`src/rtl/eth_pkg.sv`:
```
// eth_pkg: shared state type, frame constants and header byte-ordering helper for the Ethernet encoder
package eth_pkg;

    typedef enum logic [1:0] {IDLE, DATA, CTL} state_t;

    localparam int          FRAME_LEN   = 60;
    localparam int          FRAME_WORDS = 8;
    localparam logic [47:0] DEF_MAC     = 48'h0010a47bea80;
    localparam logic [15:0] DEF_TYPE    = 16'h0800;
    localparam logic [47:0] DEF_DST_MAC = 48'hffffffffffff;

    // Byte-reverses a 24-byte big-endian header so frame byte 0 lands in bits [7:0]
    function automatic logic [191:0] hdr_le(input logic [191:0] be);
        logic [191:0] le;
        le = '0;
        for (int k = 0; k < 24; k++) le[8*k +: 8] = be[191-8*k -: 8];
        return le;
    endfunction

endpackage

```
`src/rtl/eth_encode_blk.sv`:
```
// eth_encode_blk: wraps each 64-bit ack/ps2 message into a 60-byte Ethernet frame plus a length word
module eth_encode_blk
    import eth_pkg::*;
#(
    parameter logic [47:0] MAC     = DEF_MAC,
    parameter logic [15:0] TYPE    = DEF_TYPE,
    parameter logic [47:0] DST_MAC = DEF_DST_MAC
)(
    input  logic        clk,
    input  logic        rst,
    output logic        ack_rd_en_out,
    input  logic [63:0] ack_rd_d_in,
    input  logic        ack_rd_empty_in,
    output logic        ps2_rd_en_out,
    input  logic [63:0] ps2_rd_d_in,
    input  logic        ps2_rd_empty_in,
    output logic        data_wr_en_out,
    output logic [63:0] data_wr_d_out,
    input  logic        data_wr_full_in,
    output logic        ctl_wr_en_out,
    output logic [15:0] ctl_wr_d_out,
    input  logic        ctl_wr_full_in
);

    state_t       r_state, w_state_nxt;
    logic [2:0]   r_idx, w_idx_nxt;
    logic [63:0]  r_msg, w_msg_nxt;
    logic         r_ack_rd_en, r_ps2_rd_en;
    logic         w_ack_pop, w_ps2_pop;
    logic [191:0] w_hdr;
    logic [63:0]  w_word;

    assign w_hdr = hdr_le({DST_MAC, MAC, TYPE, r_msg, 16'h0000});

    // Word mux: the first three words carry header and message, the rest are zero padding
    always_comb begin
        w_word = '0;
        case (r_idx)
            3'd0:    w_word = w_hdr[63:0];
            3'd1:    w_word = w_hdr[127:64];
            3'd2:    w_word = w_hdr[191:128];
            default: w_word = '0;
        endcase
    end

    // State, word index, latched message and registered one-cycle pop pulses
    always_ff @(posedge clk or negedge rst) begin
        if (!rst) begin
            r_state     <= IDLE;
            r_idx       <= '0;
            r_msg       <= '0;
            r_ack_rd_en <= 1'b0;
            r_ps2_rd_en <= 1'b0;
        end else begin
            r_state     <= w_state_nxt;
            r_idx       <= w_idx_nxt;
            r_msg       <= w_msg_nxt;
            r_ack_rd_en <= w_ack_pop;
            r_ps2_rd_en <= w_ps2_pop;
        end
    end

    // Next-state logic: ack beats ps2 in IDLE, writes stall on full without advancing
    always_comb begin
        w_state_nxt    = r_state;
        w_idx_nxt      = r_idx;
        w_msg_nxt      = r_msg;
        w_ack_pop      = 1'b0;
        w_ps2_pop      = 1'b0;
        data_wr_en_out = 1'b0;
        ctl_wr_en_out  = 1'b0;
        case (r_state)
            IDLE: begin
                w_ack_pop = !ack_rd_empty_in;
                w_ps2_pop = ack_rd_empty_in && !ps2_rd_empty_in;
                if (w_ack_pop || w_ps2_pop) begin
                    w_msg_nxt   = w_ack_pop ? ack_rd_d_in : ps2_rd_d_in;
                    w_idx_nxt   = '0;
                    w_state_nxt = DATA;
                end
            end
            DATA: begin
                data_wr_en_out = !data_wr_full_in;
                if (data_wr_en_out) begin
                    w_idx_nxt = r_idx + 3'd1;
                    if (r_idx == 3'(FRAME_WORDS - 1)) w_state_nxt = CTL;
                end
            end
            CTL: begin
                ctl_wr_en_out = !ctl_wr_full_in;
                if (ctl_wr_en_out) w_state_nxt = IDLE;
            end
            default: w_state_nxt = IDLE;
        endcase
    end

    assign data_wr_d_out = (r_state == DATA) ? w_word : '0;
    assign ctl_wr_d_out  = (r_state == CTL) ? 16'(FRAME_LEN) : '0;
    assign ack_rd_en_out = r_ack_rd_en;
    assign ps2_rd_en_out = r_ps2_rd_en;

endmodule

```
`config.mk`:
```
export PLATFORM = sky130hd
export DESIGN_NAME = eth_encode_blk
export DESIGN_NICKNAME = d
export VERILOG_FILES = /design/src/rtl/eth_pkg.sv /design/src/rtl/eth_encode_blk.sv
export SDC_FILE = /design/constraint.sdc
export NUM_CORES = 1
export LEC_CHECK = 0
export ABC_AREA = 1
export BUFFER_PORTS_ARGS = -buffer_cell sky130_fd_sc_hd__clkbuf_2
export CAP_MARGIN = 20
export CORE_ASPECT_RATIO = 0.9
export CORE_UTILIZATION = 45
export CTS_CLUSTER_DIAMETER = 120
export DETAILED_ROUTE_END_ITERATION = 7
export PLACE_DENSITY = 0.79
export SETUP_SLACK_MARGIN = 0.1
export SLEW_MARGIN = 20
export SYNTH_ARGS = -nofsm -noshare
export SYNTH_HDL_FRONTEND = slang
export SYNTH_SLANG_ARGS = --single-unit
```
`constraint.sdc`:
```
create_clock -name clk -period 1.85 [get_ports clk]
set_input_delay 0.37 -clock clk [delete_from_list [all_inputs] [get_ports clk]]
set_output_delay 0.37 -clock clk [all_outputs]
set_load 0.05 [all_outputs]
```
* Word level (Yosys, flattened, before mapping)
Cells that the tools add are included.
Word-level totals: flip-flop bits (word level) 71, logic and storage cells 43, memories kept 0, latch bits 0, bits in read-only memories 0, bits in writable memories 0
Cells by class: bitwise operators 0, $mul 0, $add $sub $neg 1, shifts and indexed selects 0, eq/ne operators 9, reduce and logical (&&, ||, !) cells 12, divide/modulo/power cells 0, mux-type cells 16, magnitude comparators 0
Operators by type and width (count):
- one-hot mux 64 bit (3 select lines) | 1
- two-way mux 64 bit | 2
- two-way mux 2 bit | 4
- inequality test 2 bit (second input constant) | 4
- two-way mux 3 bit | 2
- two-way mux 6 bit | 1
- one-hot mux 2 bit (3 select lines) | 1
- one-hot mux 3 bit (2 select lines) | 1
- logical NOT 1 bit | 4
- two-way mux 1 bit | 4
- AND reduction 4 bit | 1
- adder 3 x 1 -> 3 bit (second input constant) | 1
- == test 3 x 1 -> 1 bit (second input constant) | 1
- == test 3 x 2 -> 1 bit (second input constant) | 1
- == test 3 bit (second input constant) | 1
- logical NOT 3 bit | 1
- AND reduction 3 bit | 1
- == test 2 x 1 -> 1 bit (second input constant) | 1
- == test 2 bit (second input constant) | 1
- logical NOT 2 bit | 1
- AND reduction 2 bit | 1
- nonzero test 2 bit | 1
- logical AND 1 bit | 1
- logical OR 1 bit | 1

* Longest topological paths before layout
depth after elaboration 5, gate-level depth with buffers 8, mapped depth without buffers 6

* Worst setup path after synthesis
OpenSTA, ideal clock, no wires.
path type reg-to-output, start point register r_idx[0], end point output data_wr_d_out[10], setup slack -0.485 ns, arrival 1.965 ns, stages on the path, launching flop included 9, data required time 1.480 ns, cell sequence dfrtp_1 > inv_1 > ha_1 > buf_2 > inv_1 > nor2_2 > buf_2 > nand2_1 > a21oi_1
On the way: longest elaborated chain between the ends 3, elaborated cells between the ends (all ways) 5, those cells by class eq/ne (2); mux (2); reduce/logical (1)
Ends and longest elaborated chain:
- start: declaration | line eth_encode_blk.sv:26 | logic [2:0] r_idx, w_idx_nxt;
- start signal: assignment | line eth_encode_blk.sv:56 | r_idx <= w_idx_nxt;
- == test 3 x 2 -> 1 bit, or another cell as far along | line eth_encode_blk.sv:38 | case (r_idx)
- one-hot mux 64 bit (3 select lines) * | line eth_encode_blk.sv:38
- two-way mux 64 bit * | line eth_encode_blk.sv:97 | assign data_wr_d_out = (r_state == DATA) ? w_word : '0;
- end: declaration | line eth_encode_blk.sv:18 | output logic [63:0] data_wr_d_out,
Every way passes the cells marked *; elsewhere a longest branch is shown, timed or not.

* Final worst setup path
start point register r_idx[0], end point output data_wr_d_out[28]
Same word-level chain as after synthesis.

==> run_results.csv <==
group,metric,value,unit
synth,synth_seq_cells,71,
timing,rsz0062_at_grt,"yes",
cells_and_area,area_growth,74.1,%
synth,yosys_warnings,0,
floorplan,core,9660,um2
synth,synth_cell_types,21,
outcome,failed_checks,"negative setup slack",
timing,final.setup.worst_slack,-0.374,ns
timing,fmax,450,MHz
critical_path,setup.worst_path.start_class,"register",
placed_design,placed_cell_area,6740,um2
clocking,cts_buffer_depth,2,
floorplan,die_area,10300,um2
clocking,worstSkewPairLatency,0.33,ns
floorplan,ios,218,
power_and_ir_drop,leakage,4.24,nW
timing,finClkSkew,0.00611,ns
route,drtIter0Drc,246,
route,ant_nets,0,
floorplan,initial_utilization,46.3,%
route,via_per_inst,5.06,
floorplan,rows,34,
clocking,root_buffer,"clkbuf_8",
cells_and_area,utilization,80.6,%
route,drc,0,
cells_and_area,fill_cells,602,
synth,synth_area,4470,um2
grt,grt_max_degree,71,
floorplan,die_y,96.6,um
timing,period_share,120,%
critical_path,crit-reg2reg-capture,"r_idx[2]",
grt,grt_util_all_layers,29.8,%
critical_path,cp_data_required_time,1.48,ns
route,firstDrtPassIters,5,
floorplan,chipWidth,107,um
placed_design,dp_hpwl,9940,um
cells_and_area,antenna_cells,0,
timing,finalHoldViolCount,0,
clocking,numCtsBuffers,9,
cells_and_area,fin_area,7780,um2
timing,drv_slew,0,
grt,grt_first_pass_wirelength,23700,um
cells_and_area,layout.nets,1033,
synth,ys_seq_area_share,39.7,%
placed_design,port_buffers,205,
outcome,outcome,"finished with violations",
critical_path,worst-setup-path-type,"register to primary output",
placed_design,place_congestion,0.821,
critical_path,path_max_fanout,7,
cells_and_area,layout-drive-gt1-share,41.6,%
critical_path,reg2reg_from,"r_idx[1]",
synth,synthCells,687,
timing,setup_viol,64,
critical_path,end_kind,"primary output",
synth,avgSynthCellArea,6.51,um2
grt,antenna_found_initial,0,
route,wl_per_cell,14.9,um
critical_path,reg2reg_depth,7,
clocking,cts_max_level,3,
power_and_ir_drop,power_density,2080,nW/um2
grt,first_global_vias,5067,
hold_path,hold_path.class,"input port to register",
critical_path,r2r_slack,0.33,ns
power_and_ir_drop,irDropWorstVdd,1.31,mV
timing,fin_crit,2.22,ns
route,vias,5178,
grt,grt_overflow_total,0,
clocking,clk_pin_slew,0.07,ns
run,cap_violations,0,
timing,tns,-20.33,ns
clocking,cts_sinks,71,
critical_path,crit_path_end,"data_wr_d_out[28]",
route,wirelength,15300,um
critical_path,startpoint,"r_idx[0]",
clocking,cts_tree,"done",
critical_path,arrival,1.85,ns
==> through the flow <==
stage               power, mW  hold slack [ns]  setup slack, ns  instances
floorplan                10.3           0.0744           -0.148        698
global placement         12.5            0.349          -0.0251        993
detailed placement       12.7            0.358          -0.0878        993
CTS                      15.7            0.224           -0.377       1023
global route             16.9            0.240           -0.450       1024
finish                   16.2            0.243           -0.374       1024
==> cells in the mapped netlist (all sizes together) <==
library cell	n	area [um2]
a21oi	49	245
buf	52	332
clkbuf	9	33.8
conb	1	3.75
dfrtp	71	1780
ha	5	62.6
inv	73	277
nand2	315	1190
nand3	21	105
nand4	3	18.8
nor2	20	80.1
nor3	2	10.0
o21ai	66	334
==> cells by family (layout without fill, tap and decap cells) <==
group	Yosys count	in the layout	share of synthesized area, %
AND/OR/NAND/NOR	361	361	31.5
AO/OA/AOI/OAI	115	115	13.0
buffers and inverters	134	334	14.4
flip-flops	71	71	39.7
adder cells (fa/ha/maj)	5	5	1.40
other	1	12	0.0839
==> layout make-up <==
type | instances | area (um2) | share of cell area (%)
clock buffer | 14 | 153 | 1.96
tap | 126 | 158 | 2.03
sequential | 71 | 1780 | 22.8
multi-input combinational | 493 | 3080 | 39.6
inverter | 73 | 279 | 3.59
clock inverter | 1 | 5.00 | 0.0643
timing repair buffer | 246 | 2330 | 30.0
==> report_power, final <==
group	switching, mW	leakage [nW]	internal, mW
sequential	0.581	0.894	2.23
combinational	7.21	3.26	5.12
clock	0.541	0.0805	0.517
total	8.33	4.24	7.87
==> state kept, by name (all words and copies together), names as in the netlist <==
register / cells
r_idx: 3
ps2_rd_en_out: 1
r_msg: 64
ack_rd_en_out: 1
r_state: 2
==> layer usage <==
layer,part of all wire [%],global-route usage (%),up-vias
met5,0,0,-
met4,1.6,9.59,0
met3,5.9,3.89,25
met2,53,55.6,240
met1,39,35.8,2422
li1,-,-,2491
==> worst min path at each step <==
stage                          from             to  cells past startpoint
floorplan                       rst  ack_rd_en_out                      0
global placement                rst      r_msg[26]                      1
detailed placement              rst      r_msg[26]                      1
CTS                 ps2_rd_empty_in  ps2_rd_en_out                      2
global route        ps2_rd_empty_in  ps2_rd_en_out                      2
finish              ps2_rd_empty_in  ps2_rd_en_out                      2
==> critical path: stages, from the launching register on <==
cell and delay [ns]:
dfrtp_1 0.40, inv_2 0.11, ha_4 0.15, inv_4 0.03, nor2_4 0.14, buf_4 0.16
buf_16 0.14, nand2_4 0.06, a21oi_4 0.16, buf_8 0.16
==> placed cells by master, fill, tap and decap left out, drive strengths merged <==
cell,instances
nand2,315
clkbuf,167
buf,91
inv,73
dfrtp,71
o21ai,66
a21oi,49
nand3,21
nor2,20
conb,12
ha,5
nand4,3
nor3,2
clkinv,1
bufbuf,1
dlygate4sd3,1
==> repair_timing <==
item	4_1_cts	5_1_grt
endpoints found under the setup margin	70	69
endpoints found under the hold margin	9	0
gates resized for setup	131	53
gates cloned	4	1
pin swaps	4	2
setup buffers	10	0
hold buffers	1	0
Power figures use the tool's default switching activity.
